==> src/rtl/bp_pkg.sv <==
// ---------------------------------------------------------------------------
// bp_pkg
// Shared definitions for the bimodal/gshare branch predictor controller.
//  - default table index and statistics counter widths
//  - 2-bit saturating counter encodings (SNT/WNT/WT/ST); prediction is the MSB
//  - saturating increment/decrement helpers
// No ports (package).
// ---------------------------------------------------------------------------
package bp_pkg;

  localparam int BP_IDX_BITS = 6;
  localparam int BP_CNT_W    = 32;

  localparam logic [1:0] SNT = 2'b00;
  localparam logic [1:0] WNT = 2'b01;
  localparam logic [1:0] WT  = 2'b10;
  localparam logic [1:0] ST  = 2'b11;

  // Counters start weakly not-taken so one taken resolution flips the prediction
  localparam logic [1:0] CNT_RESET = WNT;

  function automatic logic [1:0] sat_inc(input logic [1:0] cnt);
    return (cnt == ST) ? ST : cnt + 2'd1;
  endfunction

  function automatic logic [1:0] sat_dec(input logic [1:0] cnt);
    return (cnt == SNT) ? SNT : cnt - 2'd1;
  endfunction

endpackage

==> src/rtl/branch_predict_ctrl_if.sv <==
// ---------------------------------------------------------------------------
// branch_predict_ctrl_if
// Bundles the pipeline-facing signals of the branch predictor controller.
//  master : pipeline side (drives PC, stall/flush, resolution; sees prediction)
//  slave  : predictor side
// Signals:
//  PCF, StallF, StallD, FlushD, FlushE, StateUpdateEnable, Eval_branch,
//  Prediction_Correct           -> into the predictor
//  PredictF, MispredictE, BranchCount, MispredCount -> out of the predictor
// ---------------------------------------------------------------------------
interface branch_predict_ctrl_if
  import bp_pkg::*;
#(
  parameter int CNT_W = BP_CNT_W
) ();

  logic [31:0]      PCF;
  logic             StallF;
  logic             StallD;
  logic             FlushD;
  logic             FlushE;
  logic             StateUpdateEnable;
  logic             Eval_branch;
  logic             Prediction_Correct;
  logic             PredictF;
  logic             MispredictE;
  logic [CNT_W-1:0] BranchCount;
  logic [CNT_W-1:0] MispredCount;

  modport master (
    output PCF, StallF, StallD, FlushD, FlushE,
           StateUpdateEnable, Eval_branch, Prediction_Correct,
    input  PredictF, MispredictE, BranchCount, MispredCount
  );

  modport slave (
    input  PCF, StallF, StallD, FlushD, FlushE,
           StateUpdateEnable, Eval_branch, Prediction_Correct,
    output PredictF, MispredictE, BranchCount, MispredCount
  );

endinterface

==> src/rtl/bp_counter_table.sv <==
// ---------------------------------------------------------------------------
// bp_counter_table
// ENTRIES x 2-bit saturating counter array with one asynchronous read port
// and one synchronous read-modify-write training port. The read port shows
// the stored value only (no write-to-read bypass).
// Ports:
//  clk, rst   clock / asynchronous active-high reset (all entries -> CNT_RESET)
//  i_rdIdx    lookup index
//  o_rdCnt    counter at i_rdIdx (combinational)
//  i_wrIdx    training index
//  i_taken    resolved direction: 1 increments, 0 decrements
//  i_we       training enable
// ---------------------------------------------------------------------------
module bp_counter_table
  import bp_pkg::*;
#(
  parameter int IDX_BITS = BP_IDX_BITS
) (
  input  logic                clk,
  input  logic                rst,
  input  logic [IDX_BITS-1:0] i_rdIdx,
  output logic [1:0]          o_rdCnt,
  input  logic [IDX_BITS-1:0] i_wrIdx,
  input  logic                i_taken,
  input  logic                i_we
);

  localparam int ENTRIES = 1 << IDX_BITS;

  logic [1:0] r_table [ENTRIES];

  // Training saturates at both ends, so repeated taken jumps simply park at ST
  always_ff @(posedge clk or posedge rst) begin
    if (rst) begin
      for (int i = 0; i < ENTRIES; i++) begin
        r_table[i] <= CNT_RESET;
      end
    end else if (i_we) begin
      r_table[i_wrIdx] <= i_taken ? sat_inc(r_table[i_wrIdx])
                                  : sat_dec(r_table[i_wrIdx]);
    end
  end

  assign o_rdCnt = r_table[i_rdIdx];

endmodule

==> src/rtl/branch_predict_ctrl.sv <==
// ---------------------------------------------------------------------------
// branch_predict_ctrl
// Bimodal branch predictor controller. Looks up a 2-bit counter for the
// fetch PC, carries the lookup index through decode to execute, trains that
// same entry at resolution and flags mispredictions.
// Ports:
//  clk   clock, rising edge
//  rst   asynchronous active-high reset
//  bus   branch_predict_ctrl_if.slave (PC, stall/flush, resolution in;
//        PredictF, MispredictE, BranchCount, MispredCount out)
// Configuration macro:
//  BRANCH_PREDICT_GSHARE_EN  when defined, the index is PC bits XOR a
//                            non-speculative global history register.
// ---------------------------------------------------------------------------
module branch_predict_ctrl
  import bp_pkg::*;
#(
  parameter int IDX_BITS = BP_IDX_BITS,
  parameter int CNT_W    = BP_CNT_W
) (
  input  logic                  clk,
  input  logic                  rst,
  branch_predict_ctrl_if.slave  bus
);

  logic [IDX_BITS-1:0] w_idxF;
  logic [IDX_BITS-1:0] r_idxD;
  logic [IDX_BITS-1:0] r_idxE;
  logic                r_validD;
  logic                r_validE;
  logic                w_upd;
  logic [1:0]          w_rdCnt;
  logic [CNT_W-1:0]    r_branchCount;
  logic [CNT_W-1:0]    r_mispredCount;
  logic                w_unusedBits;

  // Only validE gates training, so a flushed or bubbled slot never touches the table
  assign w_upd = bus.StateUpdateEnable & r_validE;

`ifdef BRANCH_PREDICT_GSHARE_EN
  logic [IDX_BITS-1:0] r_ghr;

  assign w_idxF = bus.PCF[IDX_BITS+1:2] ^ r_ghr;

  // History advances only at resolution, so wrong-path fetches never pollute it
  always_ff @(posedge clk or posedge rst) begin
    if (rst) begin
      r_ghr <= '0;
    end else if (w_upd) begin
      r_ghr <= {r_ghr[IDX_BITS-2:0], bus.Eval_branch};
    end
  end
`else
  assign w_idxF = bus.PCF[IDX_BITS+1:2];
`endif

  // Index/valid pipeline F->D->E; flushes take priority over stalls
  always_ff @(posedge clk or posedge rst) begin
    if (rst) begin
      r_idxD   <= '0;
      r_validD <= 1'b0;
      r_idxE   <= '0;
      r_validE <= 1'b0;
    end else begin
      if (bus.FlushD) begin
        r_validD <= 1'b0;
      end else if (!bus.StallF) begin
        r_idxD   <= w_idxF;
        r_validD <= 1'b1;
      end
      if (bus.FlushE) begin
        r_validE <= 1'b0;
      end else if (!bus.StallD) begin
        r_idxE   <= r_idxD;
        r_validE <= r_validD;
      end
    end
  end

  // Statistics wrap naturally at the counter width
  always_ff @(posedge clk or posedge rst) begin
    if (rst) begin
      r_branchCount  <= '0;
      r_mispredCount <= '0;
    end else if (w_upd) begin
      r_branchCount <= r_branchCount + 1'b1;
      if (!bus.Prediction_Correct) begin
        r_mispredCount <= r_mispredCount + 1'b1;
      end
    end
  end

  // Training always uses the index carried from fetch, never a recomputed one
  bp_counter_table #(
    .IDX_BITS (IDX_BITS)
  ) u_table (
    .clk     (clk),
    .rst     (rst),
    .i_rdIdx (w_idxF),
    .o_rdCnt (w_rdCnt),
    .i_wrIdx (r_idxE),
    .i_taken (bus.Eval_branch),
    .i_we    (w_upd)
  );

  assign bus.PredictF     = w_rdCnt[1];
  assign bus.MispredictE  = w_upd & ~bus.Prediction_Correct;
  assign bus.BranchCount  = r_branchCount;
  assign bus.MispredCount = r_mispredCount;

  // PC byte-offset bits, high PC bits and the counter LSB play no part in prediction
  assign w_unusedBits = ^{bus.PCF[31:IDX_BITS+2], bus.PCF[1:0], w_rdCnt[0]};

endmodule
==> src/flat_wrapper.sv <==
// flat-port wrapper written by rule: the top's interface ports become plain ports
module branch_predict_ctrl_flat import bp_pkg::*;
#(
  parameter int IDX_BITS = BP_IDX_BITS,
  parameter int CNT_W    = BP_CNT_W
)
  (clk, rst, bus_PCF, bus_StallF, bus_StallD, bus_FlushD, bus_FlushE, bus_StateUpdateEnable, bus_Eval_branch, bus_Prediction_Correct, bus_PredictF, bus_MispredictE, bus_BranchCount, bus_MispredCount);
  branch_predict_ctrl_if #(.CNT_W(CNT_W)) bus_i ();
  input  logic clk;
  input  logic rst;
  input wire logic [$bits(bus_i.PCF)-1:0] bus_PCF;
  input wire logic [$bits(bus_i.StallF)-1:0] bus_StallF;
  input wire logic [$bits(bus_i.StallD)-1:0] bus_StallD;
  input wire logic [$bits(bus_i.FlushD)-1:0] bus_FlushD;
  input wire logic [$bits(bus_i.FlushE)-1:0] bus_FlushE;
  input wire logic [$bits(bus_i.StateUpdateEnable)-1:0] bus_StateUpdateEnable;
  input wire logic [$bits(bus_i.Eval_branch)-1:0] bus_Eval_branch;
  input wire logic [$bits(bus_i.Prediction_Correct)-1:0] bus_Prediction_Correct;
  output wire logic [$bits(bus_i.PredictF)-1:0] bus_PredictF;
  output wire logic [$bits(bus_i.MispredictE)-1:0] bus_MispredictE;
  output wire logic [$bits(bus_i.BranchCount)-1:0] bus_BranchCount;
  output wire logic [$bits(bus_i.MispredCount)-1:0] bus_MispredCount;
  assign bus_i.PCF = bus_PCF;
  assign bus_i.StallF = bus_StallF;
  assign bus_i.StallD = bus_StallD;
  assign bus_i.FlushD = bus_FlushD;
  assign bus_i.FlushE = bus_FlushE;
  assign bus_i.StateUpdateEnable = bus_StateUpdateEnable;
  assign bus_i.Eval_branch = bus_Eval_branch;
  assign bus_i.Prediction_Correct = bus_Prediction_Correct;
  assign bus_PredictF = bus_i.PredictF;
  assign bus_MispredictE = bus_i.MispredictE;
  assign bus_BranchCount = bus_i.BranchCount;
  assign bus_MispredCount = bus_i.MispredCount;
  branch_predict_ctrl #(.IDX_BITS(IDX_BITS), .CNT_W(CNT_W)) u_core (.clk(clk), .rst(rst), .bus(bus_i));
endmodule
==> config.mk <==
export PLATFORM = sky130hd
export DESIGN_NAME = branch_predict_ctrl_flat
export DESIGN_NICKNAME = d
export VERILOG_FILES = /design/src/rtl/bp_pkg.sv /design/src/rtl/branch_predict_ctrl_if.sv /design/src/rtl/bp_counter_table.sv /design/src/rtl/branch_predict_ctrl.sv /design/src/flat_wrapper.sv
export SDC_FILE = /design/constraint.sdc
export NUM_CORES = 1
export LEC_CHECK = 0
export CAP_MARGIN = 10
export CORE_ASPECT_RATIO = 1.2
export CORE_UTILIZATION = 32
export DETAILED_ROUTE_END_ITERATION = 10
export GPL_ROUTABILITY_DRIVEN = 0
export GPL_TIMING_DRIVEN = 0
export SETUP_SLACK_MARGIN = 0.5
export SYNTH_ARGS = -nofsm -noshare
export SYNTH_HDL_FRONTEND = slang
export SYNTH_HIERARCHICAL = 1
export SYNTH_SLANG_ARGS = --single-unit
==> constraint.sdc <==
create_clock -name clk -period 8.03 [get_ports clk]
set_input_delay 1.606 -clock clk [delete_from_list [all_inputs] [get_ports clk]]
set_output_delay 1.606 -clock clk [all_outputs]
set_load 0.02 [all_outputs]
; ---- After elaboration in Yosys (flattened, before gate mapping)
; Index checks and enable logic that the tools add are counted.
[totals]
latchBits = 0
n_memories = 0
ff_bits = 206
wordCells = 110
romBits = 0
mem_bits_rw = 0
[op_classes]
n_lt_le_gt_ge = 3
shifts = 0
n_addsub = 4
n_eq_ne = 3
bitwise = 9
n_mux = 16
multipliers = 0
n_reduce_logical = 5
div_mod_pow = 0
[ops]
columns = cell, count
row1 = 128-bit bitwise mux, 1
row2 = "32-bit by 1-bit adder with 32-bit output, second input constant", 2
row3 = 2-bit binary-select mux with 6-bit select, 2
row4 = 2-bit 2-to-1 mux, 8
row5 = "7-bit >= comparator, second input constant", 2
row6 = 6-bit NOT with 7-bit output, 2
row7 = 2-bit demux with 6-bit select, 1
row8 = "7-bit by 1-bit less-than comparator with 1-bit output, second input constant", 1
row9 = 2-bit AND reduction, 3
row10 = 1-bit NOT, 5
row11 = 1-bit 2-to-1 mux, 4
row12 = "2-bit by 1-bit != test with 1-bit output, second input constant", 2
row13 = "2-bit by 1-bit adder with 2-bit output, second input constant", 1
row14 = 1-bit AND, 2
row15 = "2-bit == test, second input constant", 1
row16 = 2-bit logical NOT, 1
row17 = "2-bit by 1-bit subtractor with 2-bit output, second input constant", 1
row18 = 1-bit logical AND, 1

; ---- Logic depth before layout (Yosys ltp)
[depth]
ltp_word = 8
mapped_depth = 13
ltp_nobuf = 7

; ---- Cells and area by module
; Netlist, hierarchy kept.
[by_module_without_submodules]
columns = mod, n_inst, area_per_inst_um2, cells_each, seq_area_each_um2
row1 = bp_counter_table, 1, 7413.4, 759, 3283.1
row2 = branch_predict_ctrl, 1, 3408.3, 276, 1951.9

; ---- Worst setup path after synthesis
; Ideal clock, no wire load.
[synth_path]
path_kind = in2out
start = input bus_PCF[2]
end = output bus_PredictF
required_ns = 6.424
n_path_buf = 2
path_stages = 5
setup_slack_ns = 2.502
t_arrival_ns = 3.922
cell_sequence = clkbuf_1 -> buf_1 -> mux4_2 -> mux4_2 -> mux4_2
[synth_between]
elab_chain_cells = 4
[synth_rtl]
columns = item, line_no
row1 = "start, declared", flat_wrapper.sv:11  ; input wire logic [$bits(bus_i.PCF)-1:0] bus_PCF;
row2 = 6-bit NOT with 7-bit output (implied by the code), bp_counter_table.sv:44  ; assign o_rdCnt = r_table[i_rdIdx];
row3 = 2-bit binary-select mux with 6-bit select, bp_counter_table.sv:44
row4 = 2-bit 2-to-1 mux (implied by the code) (2 in series), bp_counter_table.sv:44
row5 = "end, declared", flat_wrapper.sv:19  ; output wire logic [$bits(bus_i.PredictF)-1:0] bus_PredictF;
; No other way between the ends. The select of a mux whose other input is x is not followed.

; ---- Final worst setup path
; Same ends and word-level chain as after synthesis.

==> reports/results.tsv <==
stage	metric	value	unit
synthesis	synth_area	10300	sq um
worst_setup_path	cp.required	6.42	ns
timing	maxSlewHeadroom	24.7	%
worst_hold_path	min-delay-start	u_core/bus.MispredCount[31]	
placement	detailed_place_hpwl	19400	microns
finish	final_common_cell	nand2_1	
clocking	clkTransAtPathRegs	0.06	ns
placement	io_buffers	80	
finish	drive_above_1_share	17.2	%
run	cap_viol_max_count	0	
worst_hold_path	holdPathStages	1	
floorplan	initial_utilization	32.7	%
routing	dr.pass1.iters	9	
routing	routed_wl	27800	microns
grt	gr-usage-all-layers	17.2	%
routing	drt_iter0_drc	687	
grt	grt_antenna_before_repair	0	
finish	nNetsFinal	1165	
worst_setup_path	cp.arrival	5.00	ns
power_and_ir_drop	fin_total_pwr	2.85	mW
power_and_ir_drop	max-vdd-ir-drop	0.190	mV
worst_hold_path	hold-path-endpoint	u_core/bus.MispredCount[31]	
worst_setup_path	cp_cell_sequence	clkdlybuf4s50_1 > clkbuf_1 > buf_1 > mux4_2 > mux4_2 > mux4_2 > clkdlybuf4s50_1	
worst_setup_path	path_buf_inv	4	
worst_setup_path	regToRegSetupSlack	3.97	ns
worst_setup_path	cpPeakStageDelay	0.60	ns
clocking	cts_root_buffer	clkbuf_16	
floorplan	die_h	199	microns
floorplan	io-pin-count	107	
floorplan	core.rowCount	71	
finish	fillers	3100	
worst_setup_path	r2r-end	u_core/u_table/r_table[127]	
worst_setup_path	r2r_start	u_core/r_idxE[0]	
worst_setup_path	cp_common_cell	mux4_2	
worst_setup_path	cp-start-kind	input port	
power_and_ir_drop	power_density	228	nW/um^2
worst_setup_path	worst_setup_path_end_kind	primary output	
routing	drc	18	
synthesis	syn_inst	1014	
outcome	outcome	finished, violations left	
worst_setup_path	slowest_stage	mux4_2	
grt	grt_max_degree	92	
timing	hold_viol_final	0	
clocking	cts.sinks	206	
floorplan	die_area	33100	sq um
synthesis	ys.warnings.count	6	
grt	grt_overflow	0	
worst_setup_path	path_delay_family	buffers and inverters	
grt	grt_pass1_vias	7962	
worst_hold_path	min_path_type	reg2reg	
finish	multi_input_area	4780	sq um
clocking	cts.path.max_buffers	3	
timing	max_freq	0.151	GHz
finish	diodes	0	
floorplan	core_area	31600	sq um
finish	seqCellArea	5240	sq um
timing	tns	0	ns
timing	fin_crit_sh	82.3	%
clocking	cts_tree	yes	
timing	rsz0062_at_grt	no	
routing	vias	8002	
clocking	cts_resized	0	
synthesis	synth_nets	1057	
timing	slew_violations	0	
power_and_ir_drop	p_leak	4.93	nW
routing	ant_nets	0	
clocking	cts_buffers	24	
worst_setup_path	reg2reg_depth	10	
clocking	cts_setup_buffers	0	
timing	tightestPinTransition	1.13	ns
clocking	cts_hold_buffers	0	
finish	syn_to_final_growth	20.8	%
grt	grt_pass1_wl	45100	microns
routing	routedWlPerCell	18.1	microns
worst_setup_path	critPathKind	in2out	
clocking	clkLatencyLatePin	0.53	ns
timing	period_minus_slack	6.61	ns
synthesis	avgSynthCellArea	10.2	sq um
timing	skew	0.0254	ns
floorplan	die_x	166	microns
routing	vias_per_cell	5.19	
worst_setup_path	cp_max_fo	5	
clocking	htreeDepth	1	
outcome	violations	design-rule violations	
timing	setup_violations	0	
finish	mostFrequentLayoutCells	158 x nand2_1, 144 x nor2_1, 142 x dfrtp_1, 80 x clkdlybuf4s50_1, 70 x a21oi_1	
per-stage QoR:
step | utilization (%) | worst slack, ns | area, sq um | std cells | hold WS, ns
2_1_floorplan | - | 2.82 | 10300 | 1014 | 0.456
3_3_place_gp | 36.8 | 0.985 | 11700 | 1495 | 0.462
3_5_place_dp | 37.0 | 1.43 | 11700 | 1497 | 0.464
4_1_cts | 39.5 | 1.42 | 12500 | 1541 | 0.474
5_1_grt | 39.5 | 1.33 | 12500 | 1541 | 0.480
6_report | 39.5 | 1.42 | 12500 | 1541 | 0.467
state kept, by name, indices dropped and copies added (netlist names):
signal and flops:
u_core/bus.BranchCount 32, u_core/bus.MispredCount 32, u_core/r_idxD 6, u_core/r_idxE 6, u_core/r_validD 1, u_core/r_validE 1, u_core/u_table/r_table 128
worst reg2reg max path, delay by kind of cell, from the launching register on:
family	cells	cell delay [ns]
AO/OA/AOI/OAI	4	1.56
adder cells (fa/ha/maj)	1	0.59
buffers and inverters	4	1.17
flip-flops	1	0.42
AND/OR/NAND/NOR	1	0.17
cell type report:
type / count / share of cell area, %
multi-input cells: 737 / 38.2
clock buffers: 33 / 5.32
clock inverters: 11 / 0.951
flip-flops and latches: 206 / 41.9
repair buffers: 82 / 6.85
plain buffers: 58 / 2.28
well taps: 401 / 4.01
inverters: 13 / 0.451
per-layer routing:
metal  global-route usage [%]  routed length (microns)
met2                     27.9                    12700
met3                     2.85                     1850
met5                        0                        0
met4                     6.47                      994
met1                     23.0                    12300
report_power, final:
part	internal (mW)	leakage, nW	total, mW	switching (mW)
clock	0.644	0.389	1.08	0.439
combinational	0.205	1.95	0.552	0.347
sequential	1.15	2.59	1.22	0.0681
total	2.00	4.93	2.85	0.854
worst max path at each step:
stage               slack, ns  startpoint                          to  cells past startpoint
floorplan                2.82  bus_PCF[2]                bus_PredictF                      5
global placement         0.98         rst  u_core/u_table/r_table[13]                      2
detailed placement       1.43  bus_PCF[2]                bus_PredictF                      7
CTS                      1.42  bus_PCF[2]                bus_PredictF                      7
global route             1.33  bus_PCF[2]                bus_PredictF                      7
finish                   1.42  bus_PCF[2]                bus_PredictF                      7
Note: power is estimated with default switching activity, not from simulation.
